--- config.mk ---
export PLATFORM = sky130hd
export DESIGN_NAME = cci_mpf_svc_vtp_pt_fim_port
export DESIGN_NICKNAME = d
export VERILOG_FILES = /design/src/rtl/cci_mpf_svc_vtp_pt_fim_port.sv
export SDC_FILE = /design/constraint.sdc
export NUM_CORES = 1
export LEC_CHECK = 0
export CAP_MARGIN = 20
export CORE_AREA = 2 2 719 721
export CTS_CLUSTER_DIAMETER = 40
export DETAILED_ROUTE_END_ITERATION = 7
export DIE_AREA = 0 0 721 723
export DONT_BUFFER_PORTS = 1
export HOLD_SLACK_MARGIN = 0.05
export PLACE_DENSITY = 0.3
export SETUP_SLACK_MARGIN = 0.2
export SLEW_MARGIN = 5
export SYNTH_ARGS = -nofsm -noshare
export SYNTH_HDL_FRONTEND = slang
export SYNTH_SLANG_ARGS = --single-unit
--- constraint.sdc ---
create_clock -name clk -period 3 [get_ports clk]
set_input_delay 0.6 -clock clk [delete_from_list [all_inputs] [get_ports clk]]
set_output_delay 0.6 -clock clk [all_outputs]
set_load 0.01 [all_outputs]
--- src/rtl/cci_mpf_svc_vtp_pt_fim_port.sv ---
// VTP page-table-walker FIM port: serial page-table reads on c0, throttled
// message writes on c1, with responses filtered by a fixed metadata tag.
module cci_mpf_svc_vtp_pt_fim_port #(
  parameter logic [15:0] MDATA_TAG  = 16'hA5C0,
  parameter int unsigned MAX_WRITES = 4
) (
  input  logic         clk,
  input  logic         reset_n,

  input  logic         readEn,
  input  logic [41:0]  readAddr,
  output logic         readRdy,
  output logic         readDataEn,
  output logic [511:0] readData,

  input  logic         writeEn,
  input  logic [41:0]  writeAddr,
  input  logic [63:0]  writeData,
  output logic         writeRdy,

  output logic         c0TxValid,
  output logic [41:0]  c0TxAddr,
  output logic [15:0]  c0TxMdata,
  input  logic         c0TxAlmFull,
  input  logic         c0RxValid,
  input  logic [15:0]  c0RxMdata,
  input  logic [511:0] c0RxData,

  output logic         c1TxValid,
  output logic [41:0]  c1TxAddr,
  output logic [511:0] c1TxData,
  output logic [15:0]  c1TxMdata,
  input  logic         c1TxAlmFull,
  input  logic         c1RxValid,
  input  logic [15:0]  c1RxMdata,

  output logic         wrIdle,
  output logic         errUnexpectedRsp
);

  typedef enum logic {
    IDLE,
    RD_WAIT
  } rdState_t;

  localparam logic [3:0] MAX_W = 4'(MAX_WRITES);

  rdState_t   state, stateNext;
  logic       c0Match, c1Match;
  logic       readAccept, rspTake, unexpC0;
  logic       wrAccept, ackOk, unexpC1;
  logic [3:0] wrCnt;

  assign c0Match   = c0RxValid && (c0RxMdata == MDATA_TAG);
  assign c1Match   = c1RxValid && (c1RxMdata == MDATA_TAG);
  assign c0TxMdata = MDATA_TAG;
  assign c1TxMdata = MDATA_TAG;

  // Ready is forced low while reset_n is held, independent of almost-full.
  assign readRdy  = reset_n && (state == IDLE) && !c0TxAlmFull;
  assign writeRdy = reset_n && !c1TxAlmFull && (wrCnt < MAX_W);
  assign wrIdle   = (wrCnt == '0);

  assign wrAccept = writeEn && writeRdy;
  assign ackOk    = c1Match && (wrCnt != '0);
  assign unexpC1  = c1Match && (wrCnt == '0);

  always_ff @(posedge clk or negedge reset_n) begin
    if (!reset_n) state <= IDLE;
    else          state <= stateNext;
  end

  always_comb begin
    stateNext  = state;
    readAccept = 1'b0;
    rspTake    = 1'b0;
    unexpC0    = 1'b0;
    case (state)
      IDLE: begin
        if (c0Match) unexpC0 = 1'b1;
        if (readEn && readRdy) begin
          readAccept = 1'b1;
          stateNext  = RD_WAIT;
        end
      end
      RD_WAIT: begin
        if (c0Match) begin
          rspTake   = 1'b1;
          stateNext = IDLE;
        end
      end
      default: stateNext = IDLE;
    endcase
  end

  always_ff @(posedge clk or negedge reset_n) begin
    if (!reset_n) begin
      c0TxValid  <= 1'b0;
      c0TxAddr   <= '0;
      readDataEn <= 1'b0;
      readData   <= '0;
    end else begin
      c0TxValid  <= readAccept;
      readDataEn <= rspTake;
      if (readAccept) c0TxAddr <= readAddr;
      if (rspTake)    readData <= c0RxData;
    end
  end

  always_ff @(posedge clk or negedge reset_n) begin
    if (!reset_n) begin
      c1TxValid <= 1'b0;
      c1TxAddr  <= '0;
      c1TxData  <= '0;
      wrCnt     <= '0;
    end else begin
      c1TxValid <= wrAccept;
      if (wrAccept) begin
        c1TxAddr <= writeAddr;
        c1TxData <= {448'b0, writeData};
      end
      case ({wrAccept, ackOk})
        2'b10:   wrCnt <= wrCnt + 4'd1;
        2'b01:   wrCnt <= wrCnt - 4'd1;
        default: wrCnt <= wrCnt;
      endcase
    end
  end

  always_ff @(posedge clk or negedge reset_n) begin
    if (!reset_n)                errUnexpectedRsp <= 1'b0;
    else if (unexpC0 || unexpC1) errUnexpectedRsp <= 1'b1;
  end

endmodule

Word level (Yosys, flattened, before mapping)

Index checks and enable logic that the tools add are counted.

Word-level logic and storage cells: 42
Bits in registers: 669
Output and inout port bits: 1147

$lt $le $gt $ge: 1
Equality and inequality tests: 4
Muxes and demuxes: 8
Bitwise logic cells: 1
Reductions and logical operators: 16
Add/sub/neg operators: 2

Operators with widths:

| operator               | number |
|---|---|
| $eq A16 B16 Y1 const B | 2 |
| $logic_and A1 B1 Y1    | 10 |
| $pmux W4 S2            | 1 |
| $mux W1                | 6 |
| $add A4 B1 Y4 const B  | 1 |
| $logic_not A4 Y1       | 1 |
| $lt A4 B3 Y1 const B   | 1 |
| $reduce_bool A4 Y1     | 1 |
| $sub A4 B1 Y4 const B  | 1 |
| $eq A2 B1 Y1 const B   | 1 |
| $eq A2 B2 Y1 const B   | 1 |
| $logic_not A1 Y1       | 2 |
| $pmux W1 S2            | 1 |
| $reduce_bool A2 Y1     | 1 |
| $logic_or A1 B1 Y1     | 1 |
| $not A1 Y1             | 1 |

Depth between registers and ports, before layout

Gate-level depths: netlist of the first run.

Depth in word-level cells: 6
Gate-level depth with buffers: 10
Mapped depth without buffers: 10

Worst setup path after synthesis of the first run

OpenSTA, ideal clock, no wires.

Kind: input-to-reg
From: input c1TxAlmFull
To: register wrCnt[3]
Library setup time: 126 ps
Data arrival time: 2917 ps
Cell stages on the path: 9
Path slack: -43 ps
Data required time: 2874 ps
Buffers on the path: 1
Cells stage by stage: nor4b_2 -> nand2_1 -> clkbuf_1 -> ha_1 -> ha_1 -> a21o_1 -> a2111oi_0 -> a41oi_1 -> a311o_1

Word-level cells in the longest chain between the ends: 6
Elaborated cells between the ends (all ways): 8

RTL lines:

| what                                                     | line | source |
|---|---|---|
| from (decl)                                              | 33   | `input logic c1TxAlmFull,` |
| $logic_not A1 Y1 (*)                                     | 61   | `assign writeRdy = reset_n && !c1TxAlmFull && (wrCnt < MAX_W);` |
| $logic_and A1 B1 Y1 (*) (2 in a row)                     | 61   |  |
| $logic_and A1 B1 Y1 (*)                                  | 64   | `assign wrAccept = writeEn && writeRdy;` |
| $eq A2 B1 Y1 / $eq A2 B2 Y1 (equally long branches)      | 122  | `case ({wrAccept, ackOk})` |
| $pmux W4 S2 / $reduce_bool A2 Y1 (equally long branches) | --   |  |
| to (signal assigned)                                     | 123  | `2'b10: wrCnt <= wrCnt + 4'd1;` |
| to (signal assigned)                                     | 124  | `2'b01: wrCnt <= wrCnt - 4'd1;` |
| to (signal assigned)                                     | 125  | `default: wrCnt <= wrCnt;` |
| to (decl)                                                | 52   | `logic [3:0] wrCnt;` |

Mark *: on every way between the ends. The rest lies on a longest branch, timed or not.
A chain may end at the register's enable or synchronous reset.

Final worst setup path of the first run

From: register wrCnt[3]
To: register wrCnt[3]

Word-level cells in the longest chain between the ends: 5
Elaborated cells between the ends (all ways): 11

RTL lines:

| what                                                     | line |
|---|---|
| $lt A4 B3 Y1                                             | 61 |
| $logic_and A1 B1 Y1                                      | 61 |
| $logic_and A1 B1 Y1                                      | 64 |
| $eq A2 B1 Y1 / $eq A2 B2 Y1 (equally long branches)      | 122 |
| $pmux W4 S2 / $reduce_bool A2 Y1 (equally long branches) | -- |

Parallel ways exist; a longest one is shown, timed or not.

==> metrics.csv, run 1 <==
stage;metric;value;unit
timing;finClkSkew;0.105;ns
setup_path;critPathBufInv;2;
timing;period_share;0.920;
synth;synthAdderAreaFrac;0.00185;
pwr;p_total;0.0355;W
setup_path;critPathMaxStageDelay;0.41;ns
route;viasPerCell;2.05;
die;dieArea;521000;µm²
pwr;p_leak;21.1;nW
synth;synth_flop_cell;dfrtp_1;
synth;synth-edff-count;0;
setup_path;path_delay_family;compound AO/OA/AOI/OAI gates;
timing;rsz0062_at_grt;yes;
synth;yosys-mux-area-fraction;0.296;
pwr;clkPwrFrac;0.559;
timing;hold_ws;0.161;ns
timing;finalSetupTns;0;ns
pwr;switchingPower;0.0108;W
synth;synth.distinct_cells;40;
grt;grt_pass1_wl;339000;µm
setup_path;r2r_start;wrCnt[3];
setup_path;cp_common_cell;ha_4;
pwr;power_density;693;nW/µm²
synth;async_reset_ff_frac;1.00;
timing;period_minus_slack;2.76;ns
route;vias;20200;
timing;slew_headroom;0.365;
timing;maxSlewViolCount;0;
cells_and_area;final_nets;3511;
place;routabilityCongestion;0.915;
grt;grt_max_degree;89;
setup_path;r2r_end;wrCnt[3];
die;die-height;723;µm
clock_network;cts_made_buffers;179;
cells_and_area;mostFrequentLayoutCells;dlygate4sd3_1 (672), dfrtp_1 (669), conb_1 (480), mux2_4 (469), clkbuf_16 (179);
synth;yosysTopAreaCell;dfrtp_1;
synth;yosysWarnings;0;
route;drt_iter0_drc;1083;
setup_path;startpoint_type;flip-flop;
cells_and_area;drive_above_1_share;0.358;
pwr;seqPwrFrac;0.351;
place;dp.cells;8719;
setup_path;crit_fanout;2;
route;ant_nets;0;
synth;synthSimpleGateAreaFrac;0.00588;
grt;groute.usage.overall;0.107;
setup_path;worstPathCellList;nor4_4, buf_6, nor3_4, buf_12, ha_4, ha_4, a21o_1, a2111oi_4, a41oi_2, a311o_1;
route;drc;0;
setup_path;cp-end-kind;flip-flop;
die;initial_core_util;0.0604;
synth;synthCells;1932;
synth;synth_top_family_by_area;multiplexers;
cells_and_area;fillers;58800;
pwr;ir_drop;0.000378;V
setup_path;crit_path_top_delay_cell;dfrtp_1;
die;core_area;515000;µm²
setup_path;r2r_cells;10;
synth;avgSynthCellArea;16.1;µm²
setup_path;crit_arrival;3.43;ns
grt;grt_pass1_vias;19600;
grt;antenna_found_initial;390;
synth;syn_area;31100;µm²
timing;tightest_slew;0.953;ns
grt;gr-total-overflow;0;
die;row_count;264;
timing;fmax;362;MHz
cells_and_area;stdcell_count;9855;
clock_network;clk_pin_slew;0.04;ns
pwr;combPwrFrac;0.090;
synth;synth_area_leaders;dfrtp_1 (54%), mux2_4 (23%), buf_4 (12%);
clock_network;cts_tree;built;
place;dpl.hpwl;259000;µm
die;ioPinCount;1847;
route;dr.pass1.iters;5;
clock_network;htree_levels;4;
clock_network;clk_path_buf_depth;4;
clock_network;clock_latency;0.91;ns
synth;yosys.area.top_type_share;0.539;
timing;finalHoldViolCount;0;
setup_path;path_class;flip-flop to flip-flop;
synth;yosysSeqAreaShare;0.539;
route;routedWlPerCell;29.8;µm
pwr;switching_share;0.303;
place;dpl-instance-area;37500;µm²
clock_network;root_buffer;clkbuf_16;
synth;synth_xor_area_frac;0.000564;
synth;synth_seq_cells;669;
setup_path;r2r_setup_slack;0.24;ns
timing;final-setup-viol-count;0;
hold_path;hp-class;input port to async pin;
place;portBuffers;0;
die;die_x;721;µm
clock_network;cts.sinks;669;
synth;synth_compound_area_frac;0.00213;
job;cap_viol_max_count;0;
setup_path;cp.required;3.66;ns
status;status;finished, final reports clean;
pwr;p_int;0.0247;W
route;wl;294000;µm
cells_and_area;final_common_cell;dlygate4sd3_1;
cells_and_area;syn_to_final_growth;64.9;%
cells_and_area;design_area;51200;µm²
==> synth_stat cells (3+ instances only) <==
cell,instances
dfrtp_1,669
buf_4,487
mux2_4,469
mux2_2,171
buf_12,52
mux2_1,20
clkbuf_1,8
inv_1,6
buf_2,5
nor4_1,4
ha_1,3
nand2_1,3
nand3_1,3
==> worst max-delay path by stage <==
stage,from,to,cells after the start
floorplan,c1TxAlmFull,wrCnt[3],9
global placement,reset_n,wrCnt[3],10
detailed placement,reset_n,wrCnt[3],10
CTS,wrCnt[1],wrCnt[3],10
global route,wrCnt[3],wrCnt[3],10
finish,wrCnt[3],wrCnt[3],10
==> power groups by stage <==
stage          sequential [W]  clock (W)  combinational, W
4_1_cts                0.0127     0.0206           0.00320
6_report               0.0125     0.0198           0.00319
5_1_grt                0.0128     0.0209           0.00345
3_5_place_dp           0.0128          0           0.00180
3_3_place_gp           0.0128          0           0.00176
2_1_floorplan          0.0112          0           0.00180
==> cells by family (layout without fill, tap and decap cells) <==
logic type / after synthesis / count (layout)
compound gates: 9 / 9
xor+xnor: 2 / 2
fa+ha+maj: 4 / 4
buf+inv: 559 / 1097
flops: 669 / 669
mux: 661 / 661
other cells: 2 / 604
simple gates: 26 / 26
==> registers in the layout, indices dropped and copies added (netlist names) <==
name              cells
wrCnt                 4
c1TxValid             1
state                 1
c0TxAddr             42
c1TxData             64
readDataEn            1
errUnexpectedRsp      1
readData            512
c1TxAddr             42
c0TxValid             1
==> tightest hold or removal path, delay by kind of cell <==
kind | cells | cell delay (ns)
buf+inv | 4 | 0.68
==> cell type report <==
class,instances,area [µm²],area share
antenna,124,310,0.00606
clock buffer,228,4950,0.0967
clock inverter,94,1140,0.0222
inverter,6,22.5,0.000440
multi-input combinational,1182,11500,0.224
sequential,669,16700,0.327
tap,6783,8490,0.166
timing repair buffer,769,8090,0.158
==> through the flow <==
stage                     worst slack [ns]    util
final                                0.239  0.0995
after detailed placement             -1.38  0.0730
after global placement               -1.43  0.0730
after floorplan                      0.226       -
after global routing                 0.102  0.0992
after CTS                            0.125  0.0987
==> layer usage <==
metal | vias up | GRT usage | wire length (µm)
li1 | 7691 | - | -
met3 | 756 | 0.0662 | 42200
met1 | 9876 | 0.120 | 109000
met4 | 158 | 0.0449 | 14800
met5 | - | 0 | 1050
met2 | 1768 | 0.163 | 127000
==> timing repair <==
| item | in CTS | in global routing |
|---|---|---|
| resized for setup | 7 | 9 |
| endpoints found under the setup margin | 74 | 2 |
| pin swaps | 3 | 8 |
| hold buffers | 682 | 0 |
| endpoints found under the hold margin | 1046 | 0 |
| cloned | 4 | 0 |
| buffers inserted | 1 | 3 |
Power figures use the tool's default switching activity.
==> inputs of run 2 (changes only) <==
- SLEW_MARGIN: 5 -> unset
- TNS_END_PERCENT: unset -> 10
==> run 2 against run 1 <==
  * Register-to-register slack is essentially flat
  * Via count grew 0.14%
  * Wire length is essentially flat
  * Hold slack gained 0.00058 ns
  * Clock skew is essentially flat
  * Design area is essentially flat
  * Clock-buffer cell count is the same
  * Highest routed layer unchanged
==> metrics.csv, run 2 (synthesis gave the netlist of run 1 again) <==
stage;metric;value;unit;change
cells_and_area;final_nets;3511;;unchanged
route;drc;0;;unchanged
hold_path;hp-class;input port to async pin;;
die;die_x;721;µm;unchanged
clock_network;clk_pin_slew;0.04;ns;about the same
place;preCtsSetupSlack;-1.38;ns;unchanged
pwr;switching_share;0.303;;about the same
pwr;power_density;693;nW/µm²;about the same
setup_path;crit_arrival;3.42;ns;about the same
grt;groute.usage.overall;0.107;;unchanged
setup_path;cp-end-kind;flip-flop;;
cells_and_area;final_common_cell;dlygate4sd3_1;;
clock_network;clock_latency;0.91;ns;about the same
pwr;p_int;0.0247;W;about the same
die;dieArea;521000;µm²;unchanged
job;cap_viol_max_count;0;;unchanged
setup_path;cp.required;3.67;ns;about the same
cells_and_area;largest_reg_flops;512;;unchanged
place;portBuffers;0;;unchanged
cells_and_area;regMostFlops;readData;;
timing;tightest_slew;0.952;ns;-0.00107 ns
grt;antenna_found_initial;390;;unchanged
pwr;seqPwrFrac;0.351;;about the same
timing;maxSlewViolCount;0;;unchanged
status;status;finished, final reports clean;;
timing;slew_headroom;0.365;;+0.000711
cells_and_area;fillers;58700;;-0.0085%
pwr;p_leak;21.1;nW;unchanged
pwr;combPwrFrac;0.090;;about the same
timing;final-setup-viol-count;0;;unchanged
clock_network;cts.sinks;669;;unchanged
timing;fmax;362;MHz;about the same
setup_path;path_class;flip-flop to flip-flop;;
die;ioPinCount;1847;;unchanged
route;vias;20300;;+0.14%
route;routedWlPerCell;29.8;µm;about the same
cells_and_area;syn_to_final_growth;64.9;%;about the same
cells_and_area;final-seq-area;16700;µm²;unchanged
timing;finalHoldViolCount;0;;unchanged
grt;grt_max_degree;89;;unchanged
place;dpl.hpwl;259000;µm;unchanged
place;dp.cells;8719;;unchanged
cells_and_area;top_regs;readData (512), c1TxData (64);;
route;dr.pass1.iters;6;;+1
cells_and_area;mostFrequentLayoutCells;dlygate4sd3_1 (672), dfrtp_1 (669), conb_1 (480), mux2_4 (469), clkbuf_16 (179);;
cells_and_area;stdcell_count;9857;;+0.020%
clock_network;clk_path_buf_depth;4;;unchanged
pwr;switchingPower;0.0108;W;about the same
die;initial_core_util;0.0604;;unchanged
timing;period_share;0.920;;about the same
setup_path;crit_fanout;2;;unchanged
route;viasPerCell;2.06;;+0.12%
pwr;clkPwrFrac;0.559;;about the same
grt;grt_pass1_vias;19600;;unchanged
grt;gr-total-overflow;0;;unchanged
grt;grt_pass1_wl;339000;µm;unchanged
timing;rsz0062_at_grt;yes;;
clock_network;htree_levels;4;;unchanged
route;top_layer_used;met5;;
timing;period_minus_slack;2.76;ns;-0.00232 ns
die;die-height;723;µm;unchanged
route;dr_wl_met3;42700;µm;+1.2%
cells_and_area;final_util;0.0995;;about the same
pwr;ir_drop;0.000378;V;about the same
die;row_count;264;;unchanged
clock_network;cts_made_buffers;179;;unchanged
clock_network;cts_tree;built;;
place;routabilityCongestion;0.915;;unchanged
setup_path;startpoint_type;flip-flop;;
route;wl;294000;µm;about the same
route;drt_iter0_drc;1039;;-4.1%
route;met2_length;127000;µm;about the same
timing;setup_ws;0.241;ns;+0.00232 ns
cells_and_area;multi_input_comb_area;11500;µm²;unchanged
cells_and_area;drive_above_1_share;0.358;;unchanged
clock_network;root_buffer;clkbuf_16;;
route;ant_nets;0;;unchanged
timing;finClkSkew;0.105;ns;-0.0000310 ns
route;drt-met1-wl;109000;µm;-0.45%
die;core_area;515000;µm²;unchanged
run 2: cell count changes in the layout (fill, tap and decap cells not counted), sizes merged:
cell,previous run,this run
diode,124,126
run 2: area by class of cell:
cell class,instances,area share
diodes,126,0.00616
clock buffers,228,0.0967
clock inverters,94,0.0222
inverters,6,0.000440
multi-input cells,1182,0.224
flip-flops and latches,669,0.327
well taps,6783,0.166
repair buffers,769,0.158
run 2: per-layer routing:
metal  GRT usage  vias up
li1            -     7691
met1       0.120     9902
met2       0.163     1774
met3      0.0662      755
met4      0.0449      156
met5           0        -
run 2: timing repair:
action | 4_1_cts | 5_1_grt
endpoints found under the hold margin | 1046 | 0
setup buffers | 1 | 3
cloned | 4 | 0
hold buffers | 682 | 0
gates resized for setup | 7 | 9
pin swaps | 3 | 7
endpoints found under the setup margin | 74 | 2
run 2: path summary, 6_finish.rpt:
path                                end  depth (start not counted)     start  slack (ns)
hold reg to reg                   state                          1     state        0.56
setup / recovery               wrCnt[3]                         10  wrCnt[3]        0.24
setup reg to reg               wrCnt[3]                         10  wrCnt[3]        0.24
hold / removal             c1TxAddr[16]                          4   reset_n        0.16
max in group asynchronous  c1TxData[58]                          4   reset_n        1.63
min in group clk              c0TxValid                          2    readEn        0.16
run 2: power by group through the flow:
stage	sequential, W	combinational (W)	clock (W)
finish	0.0125	0.00319	0.0198
global route	0.0128	0.00345	0.0209
CTS	0.0127	0.00320	0.0206
detailed placement	0.0128	0.00180	0
global placement	0.0128	0.00176	0
floorplan	0.0112	0.00180	0
run 2: through the flow:
stage | TNS (ns) | cell area, µm² | hold slack, ns | power [W]
after floorplan | 0 | 32900 | 0.304 | 0.0130
after global placement | -117.34 | 37500 | 0.307 | 0.0145
after detailed placement | -124.95 | 37500 | 0.306 | 0.0146
after CTS | 0 | 50800 | 0.0585 | 0.0364
after global routing | 0 | 51100 | 0.102 | 0.0372
final | 0 | 51200 | 0.161 | 0.0355
run 2: worst max-delay path: stages, from the launching register on:
cell,delay (ns)
dfrtp_1,0.41
nor4_4,0.41
buf_6,0.20
nor3_4,0.05
buf_12,0.14
ha_4,0.18
ha_4,0.21
a21o_1,0.20
a2111oi_4,0.40
a41oi_2,0.07
a311o_1,0.34
==> inputs of run 3 (changes only) <==
- CAP_MARGIN: 20 -> 10
==> results of run 3 <==
Same layout as run 2: the final DEF is identical, and so are final timing and power.
